## src/rtl/imm_pkg.sv

```systemverilog
// Shared definitions for the immediate-extension stage: mode encodings,
// SHAMT field location and the default 32-bit entry layout.
package imm_pkg;

  localparam int unsigned IMM_ZERO   = 0;
  localparam int unsigned IMM_SIGN   = 1;
  localparam int unsigned IMM_LUI    = 2;
  localparam int unsigned IMM_SHAMT  = 3;
  localparam int unsigned IMM_BRANCH = 4;

  localparam int unsigned SHAMT_LO = 6;
  localparam int unsigned SHAMT_HI = 10;

  localparam int unsigned DEF_DATA_WIDTH = 32;

  typedef struct packed {
    logic [DEF_DATA_WIDTH-1:0] imm_out;
    logic [DEF_DATA_WIDTH-1:0] br_target;
    logic                      illegal;
  } imm_entry_t;

endpackage

```

## src/rtl/imm_ext_stage_if.sv

```systemverilog
// Decode-side and EX-side handshake/data signals of the immediate-extension stage.
interface imm_ext_stage_if #(
  parameter int unsigned DATA_WIDTH = 32,
  parameter int unsigned IMM_WIDTH  = 16,
  parameter int unsigned MODE_WIDTH = 3
);
  logic                  in_valid;
  logic                  in_ready;
  logic [IMM_WIDTH-1:0]  imm;
  logic [MODE_WIDTH-1:0] mode;
  logic [DATA_WIDTH-1:0] pc_plus4;
  logic                  out_valid;
  logic                  out_ready;
  logic [DATA_WIDTH-1:0] imm_out;
  logic [DATA_WIDTH-1:0] br_target;
  logic                  illegal_mode;

  modport master (
    output in_valid, imm, mode, pc_plus4, out_ready,
    input  in_ready, out_valid, imm_out, br_target, illegal_mode
  );

  modport slave (
    input  in_valid, imm, mode, pc_plus4, out_ready,
    output in_ready, out_valid, imm_out, br_target, illegal_mode
  );
endinterface

```

## src/rtl/imm_ext_core.sv

```systemverilog
// Combinational extender: turns a raw immediate, mode and PC+4 into one
// pipeline entry (extended value, branch target, reserved-mode flag).
module imm_ext_core
  import imm_pkg::*;
#(
  parameter int unsigned DATA_WIDTH = 32,
  parameter int unsigned IMM_WIDTH  = 16,
  parameter int unsigned MODE_WIDTH = 3,
  parameter type         entry_t    = imm_entry_t
) (
  input  logic [IMM_WIDTH-1:0]  imm,
  input  logic [MODE_WIDTH-1:0] mode,
  input  logic [DATA_WIDTH-1:0] pc_plus4,
  output entry_t                entry
);

  localparam int unsigned PAD = DATA_WIDTH - IMM_WIDTH;
  localparam int unsigned SHAMT_W = SHAMT_HI - SHAMT_LO + 1;

  logic [DATA_WIDTH-1:0] signExt;
  logic [DATA_WIDTH-1:0] ext;
  logic                  isBranch;
  logic                  illegal;

  assign signExt = {{PAD{imm[IMM_WIDTH-1]}}, imm};

  always_comb begin
    ext      = '0;
    illegal  = 1'b0;
    isBranch = 1'b0;
    case (mode)
      MODE_WIDTH'(IMM_ZERO):   ext = {{PAD{1'b0}}, imm};
      MODE_WIDTH'(IMM_SIGN):   ext = signExt;
      MODE_WIDTH'(IMM_LUI):    ext = {imm, {PAD{1'b0}}};
      MODE_WIDTH'(IMM_SHAMT):  ext = {{(DATA_WIDTH-SHAMT_W){1'b0}}, imm[SHAMT_HI:SHAMT_LO]};
      MODE_WIDTH'(IMM_BRANCH): begin
        // Word offset: the top two sign bits fall off, the bottom two become zero.
        ext      = {signExt[DATA_WIDTH-3:0], 2'b00};
        isBranch = 1'b1;
      end
      default:                 illegal = 1'b1;
    endcase
  end

  always_comb begin
    entry           = '0;
    entry.imm_out   = ext;
    entry.br_target = isBranch ? pc_plus4 + ext : pc_plus4;
    entry.illegal   = illegal;
  end

endmodule

```

## src/rtl/imm_ext_stage.sv

```systemverilog
// Registered immediate-extension stage: extender core feeding a 2-entry skid
// buffer so ID keeps issuing for one cycle after EX stalls.
module imm_ext_stage
  import imm_pkg::*;
#(
  parameter int unsigned DATA_WIDTH = 32,
  parameter int unsigned IMM_WIDTH  = 16,
  parameter int unsigned MODE_WIDTH = 3
) (
  input  logic             clk,
  input  logic             reset,
  input  logic             flush,
  imm_ext_stage_if.slave   bus
);

  typedef struct packed {
    logic [DATA_WIDTH-1:0] imm_out;
    logic [DATA_WIDTH-1:0] br_target;
    logic                  illegal;
  } entry_t;

  entry_t coreEntry;
  entry_t mainQ;
  entry_t skidQ;
  logic   mainV;
  logic   skidV;
  logic   accept;
  logic   drain;

  imm_ext_core #(
    .DATA_WIDTH (DATA_WIDTH),
    .IMM_WIDTH  (IMM_WIDTH),
    .MODE_WIDTH (MODE_WIDTH),
    .entry_t    (entry_t)
  ) uCore (
    .imm      (bus.imm),
    .mode     (bus.mode),
    .pc_plus4 (bus.pc_plus4),
    .entry    (coreEntry)
  );

  // Ready depends only on skid occupancy, so out_ready never reaches in_ready.
  assign accept = bus.in_valid & ~skidV;
  assign drain  = mainV & bus.out_ready;

  always_ff @(posedge clk or posedge reset) begin
    if (reset) begin
      mainV <= 1'b0;
      skidV <= 1'b0;
      mainQ <= '0;
      skidQ <= '0;
    end else if (flush) begin
      mainV <= 1'b0;
      skidV <= 1'b0;
    end else if (!mainV || drain) begin
      if (skidV) begin
        mainQ <= skidQ;
        mainV <= 1'b1;
        skidV <= 1'b0;
      end else if (accept) begin
        mainQ <= coreEntry;
        mainV <= 1'b1;
      end else begin
        mainV <= 1'b0;
      end
    end else if (accept) begin
      skidQ <= coreEntry;
      skidV <= 1'b1;
    end
  end

  assign bus.in_ready     = ~skidV;
  assign bus.out_valid    = mainV;
  assign bus.imm_out      = mainQ.imm_out;
  assign bus.br_target    = mainQ.br_target;
  assign bus.illegal_mode = mainQ.illegal;

endmodule

```

## src/flat_wrapper.sv

```systemverilog
// flat-port wrapper written by rule: the top's interface ports become plain ports
module imm_ext_stage_flat import imm_pkg::*;
#(
  parameter int unsigned DATA_WIDTH = 32,
  parameter int unsigned IMM_WIDTH  = 16,
  parameter int unsigned MODE_WIDTH = 3
)
  (clk, reset, flush, bus_in_valid, bus_imm, bus_mode, bus_pc_plus4, bus_out_ready, bus_in_ready, bus_out_valid, bus_imm_out, bus_br_target, bus_illegal_mode);
  imm_ext_stage_if #(.DATA_WIDTH(DATA_WIDTH), .IMM_WIDTH(IMM_WIDTH), .MODE_WIDTH(MODE_WIDTH)) bus_i ();
  input  logic clk;
  input  logic reset;
  input  logic flush;
  input wire logic [$bits(bus_i.in_valid)-1:0] bus_in_valid;
  input wire logic [$bits(bus_i.imm)-1:0] bus_imm;
  input wire logic [$bits(bus_i.mode)-1:0] bus_mode;
  input wire logic [$bits(bus_i.pc_plus4)-1:0] bus_pc_plus4;
  input wire logic [$bits(bus_i.out_ready)-1:0] bus_out_ready;
  output wire logic [$bits(bus_i.in_ready)-1:0] bus_in_ready;
  output wire logic [$bits(bus_i.out_valid)-1:0] bus_out_valid;
  output wire logic [$bits(bus_i.imm_out)-1:0] bus_imm_out;
  output wire logic [$bits(bus_i.br_target)-1:0] bus_br_target;
  output wire logic [$bits(bus_i.illegal_mode)-1:0] bus_illegal_mode;
  assign bus_i.in_valid = bus_in_valid;
  assign bus_i.imm = bus_imm;
  assign bus_i.mode = bus_mode;
  assign bus_i.pc_plus4 = bus_pc_plus4;
  assign bus_i.out_ready = bus_out_ready;
  assign bus_in_ready = bus_i.in_ready;
  assign bus_out_valid = bus_i.out_valid;
  assign bus_imm_out = bus_i.imm_out;
  assign bus_br_target = bus_i.br_target;
  assign bus_illegal_mode = bus_i.illegal_mode;
  imm_ext_stage #(.DATA_WIDTH(DATA_WIDTH), .IMM_WIDTH(IMM_WIDTH), .MODE_WIDTH(MODE_WIDTH)) u_core (.clk(clk), .reset(reset), .flush(flush), .bus(bus_i));
endmodule
```

## config.mk

```make
export PLATFORM = sky130hd
export DESIGN_NAME = imm_ext_stage_flat
export DESIGN_NICKNAME = d
export VERILOG_FILES = /design/src/rtl/imm_pkg.sv /design/src/rtl/imm_ext_stage_if.sv /design/src/rtl/imm_ext_core.sv /design/src/rtl/imm_ext_stage.sv /design/src/flat_wrapper.sv
export SDC_FILE = /design/constraint.sdc
export NUM_CORES = 1
export LEC_CHECK = 0
export ABC_AREA = 1
export CAP_MARGIN = 20
export CORE_MARGIN = 4
export CORE_UTILIZATION = 35
export DETAILED_ROUTE_END_ITERATION = 10
export PLACE_DENSITY = 0.56
export SLEW_MARGIN = 40
export SYNTH_ARGS = -nofsm -noshare
export SYNTH_HDL_FRONTEND = slang
export SYNTH_SLANG_ARGS = --single-unit
```

## constraint.sdc

```tcl
create_clock -name clk -period 6.3 [get_ports clk]
set_input_delay 1.26 -clock clk [delete_from_list [all_inputs] [get_ports clk]]
set_output_delay 1.26 -clock clk [all_outputs]
set_load 0.005 [all_outputs]
```

==> results summary <==
On the critical path, the stage with the largest delay is an instance of clkdlybuf4s50_1. Among the stages of the critical path, the cell type that occurs most often is nand2_1. Summing the areas of all compound-gate instances in the mapped netlist gives around 14% of the synthesized area. The I/O pin count came out at 123. The count of vias placed by the detailed router is between 8k and 9k. The per-instance average area after synthesis came out at around 6.7 µm². The sum of negative setup slack came out at 0 ns. The depth of the CTS H-tree came out at 4. The critical path data required time is approximately 6.6 ns.

The clock slew at the register clock pins of the worst setup and hold paths came out at approximately 0.06 ns. Setup violations remaining at the end of the flow were counted as 0. After detailed routing, the total wire length is roughly 31000 µm. The detailed-route wire length on metal 1 came out at between 10000 and 15000 µm. TritonCTS built the clock tree. The fraction of the mapped netlist area in adder cells is ~4.6%. By area the synthesized netlist is led by dfrtp_1 37%, nand2_1 21%, inv_1 7.9%. The worst clock skew came out at around 0.0077 ns. The number of enable-type register cells in the synthesized netlist came out at 0. The worst vdd rail ir drop is between 0.1 and 0.15 mV. The number of nets at the end of the flow came out at between 1.5k and 2k.

After synthesis the netlist holds a flip-flop and latch count of between 100 and 150. In this run the clock root is driven by a clkbuf_16. The number of hold violations in the final report came out at 0.

In the final routed layout, each cell accounts on average for approximately 18 µm. The synthesized-area fraction occupied by xor and xnor cells is 1.29%. Once detail routing completed, the nets flagged for antenna violations numbered 0. The worst setup path is captured at a flop.

The worst-skew pair later-pin latency came out at 0.42 ns. The die area came out at between 0.02 and 0.03 mm². The maximum clock path buffer count is 2. At the end of routability-driven placement, the weighted congestion stood at around 0.92. The largest driver fanout on the critical path is 18. The first-pass iteration count of the detailed router is 5. The peak per-stage delay on the critical path came out at about 0.55 ns. The chip height is about 170 µm. Setup repair after global routing left no endpoint under its margin. Summed over its instances, the top area cell type makes up 37.5% of the synthesized netlist area.

In this run the worst hold path is classified as reg2reg. In the detailed route, the total length drawn on met2 is approximately 14000 µm. For this run, asynchronously set or reset flops after synthesis account for 100%. Among all cell types in the netlist, the one instantiated most often is nand2_1. In this run the tightest slew margin relative to its limit is 43.1%. For the finished layout, the period the worst path requires is between 4 and 5 ns. The critical path goes through clkdlybuf4s50_1 > inv_2 > nor2_4 > nand2_1 > nand2_1 > inv_2 > o21ai_1 > ha_1 > nand2_1 > nor2_1 > nand2_1 > inv_1 > a21oi_1 > nand3_1 > nand3_1 > nand3_1 > nand2_1 > nand2_1.

The number of antenna violations at the first check in global routing came out at 0. The sum of net half-perimeters after detailed placement came out at between 20000 and 25000 µm. The gate count of the mapped netlist came out at 1324. The number of instances resized during post-cts repair came out at 0. Summed over all nets, wire length on met3 after detailed routing comes to around 1300 µm. The area of the core region is 0.0245 mm². The transition time at the pin with the least slew margin came out at 0.844 ns. The number of hold buffers added after CTS is 0. The number of clock sinks is between 100 and 150. The synthesized cell area is between 0.008 and 0.009 mm². Cells fill around 44% of the core in the end. The remaining global-route overflow is 0.

After synthesis, the largest family of logic cells by area is simple AND/OR/NAND/NOR gates. The width of the die came out at between 150 and 200 µm. Derived from the worst setup path, the maximum achievable clock frequency is approximately 230 MHz.

The run finished with clean final reports. The CTS buffer count came out at 17. The row count is 57.

The remaining design rule violation count is 0. The part of the Yosys area used for sequential elements came out at a little under two fifths. The count of buffer and inverter cells on the critical path came out at 4. The post-route fraction of the period consumed by the critical path came out at a little over 70%.

Of all cell types, the one taking the most synthesized area is dfrtp_1. The via count of the first global-routing pass is 8297. The data arrival time at the worst-slack endpoint came out at 4.74 ns. The ratio of cells with drive above 1 in the final layout is under 10%. The post-CTS setup-driven buffer insertion count is 0. Entering global routing, the biggest net connects 98 pins. Routed signal wires occupy layers up through met4. Global routing consumed, over all layers together, 22.3% of the routing resources. In the synthesized netlist, mux cells make up 0.227% of the area.

The worst hold margin came out at approximately 0.47 ns. The wire length of the first global-routing pass came out at slightly below 50000 µm. The count of routing violations after the opening detailed-route iteration came out at ~800.

The number of max-slew violations in the final report is 0. The post-synthesis net count is roughly 1.4k. Counting the fill cells in the layout gives between 2k and 3k.

After synthesis, the netlist uses 44 different library cells. For this configuration, the core starts out at a cell density of between 30% and 40%. The post-synthesis to final-layout area growth came out at 22.3%. The post-synthesis share of cell area spent on and, or, nand and nor gates came out at 30.5%. The critical path launch point type is an input pin. The power density normalized to cell area came out at 271 mW/mm². The kind of cell with the highest combined delay along the critical path is simple AND/OR/NAND/NOR gates. The final critical-path setup slack came out at approximately 1.9 ns.

For this run, the leading register cell type out of synthesis is dfrtp_1. The total of warnings raised by yosys is 0. The critical path is of the in2reg type. Including well taps, the total number of placed cells is 1724. The count of buffers added on input and output ports is about 120. The worst slack at placement is about 1.5 ns.

The leakage power total came out at between 5 and 6 nW. The mean number of vias per cell is 4.88. 0 antenna diodes ended up in the layout. The number of max-capacitance violations reported is 0. The count of cells in the finished layout, fillers not included, comes to ~1.8k. In the synthesized netlist, the cells that appear most often are 498 x nand2_1, 185 x inv_1, 132 x dfrtp_1.
sequential cells by signal (all words and copies together) (netlist names):
register / count
u_core.bus.out_valid: 1
u_core.bus.imm_out: 32
u_core.bus.br_target: 32
u_core.skidV: 1
u_core.skidQ: 65
u_core.bus.illegal_mode: 1
per-layer routing:
metal  vias up  track usage, %
met3        42            2.77
met1      3965            31.1
met4         0            6.94
li1       4340               -
met2       226            36.2
met5         -               0
worst register-to-register path, cell delays in order, from the launching register on:
cell and delay, ns:
dfrtp_2 0.40, inv_2 0.20, a21oi_2 0.24, nand2_4 0.39
inv_2 0.66, o21ai_0 0.34, o21ai_1 0.20
metrics by stage:
step                power [W]  cell area, µm²
floorplan             0.00151            8820
global placement      0.00183           10200
detailed placement    0.00184           10200
CTS                   0.00295           10800
global route          0.00310           10800
finish                0.00292           10800
final timing paths:
kind	startpoint	endpoint	slack (ns)	depth (start not counted)
worst min register to register	u_core.skidQ[61]	u_core.skidQ[61]	0.47	2
worst max-delay path	bus_mode[2]	u_core.bus.br_target[31]	1.87	18
worst min-delay path	u_core.skidQ[61]	u_core.skidQ[61]	0.47	2
max in group asynchronous	reset	u_core.skidQ[26]	3.98	3
worst max register to register	u_core.skidV	u_core.bus.imm_out[3]	3.78	6
min in group asynchronous	reset	u_core.bus.out_valid	1.32	2
layout make-up:
| class | count | area (µm²) | area share [%] |
|---|---|---|---|
| Multi-Input combinational cell | 950 | 4450 | 41.3 |
| Timing Repair Buffer | 129 | 1270 | 11.8 |
| Inverter | 189 | 719 | 6.67 |
| Clock buffer | 18 | 429 | 3.98 |
| Sequential cell | 132 | 3300 | 30.6 |
| Tap cell | 324 | 405 | 3.76 |
| Clock inverter | 14 | 200 | 1.86 |
logic make-up after synthesis:
kind of cell    after synthesis
simple gates                673
buf+inv                     242
compound gates              230
flops                       132
fa+ha+maj                    32
xor+xnor                     13
mux                           2
report_power, final:
group	switching (W)	leakage, nW	internal [W]
logic	0.000410	3.78	0.000316
clock network	0.000427	0.303	0.000670
registers	0.0000857	1.67	0.00101
cell usage in the layout (no fill, tap or decap), types with 11 or more instances in the layout:
cell type        netlist  layout
o21ai_0              102      96
o21ai_1               41      47
a21oi_1               54      54
ha_1                  31      31
nand3_1               71      71
o22ai_1               11      11
clkbuf_16              0      17
dfrtp_1              132     131
inv_1                185     183
nand2_1              498     498
nor2_1                86      86
clkdlybuf4s50_1        0     122
No activity file was read; power rests on OpenSTA's default activity.
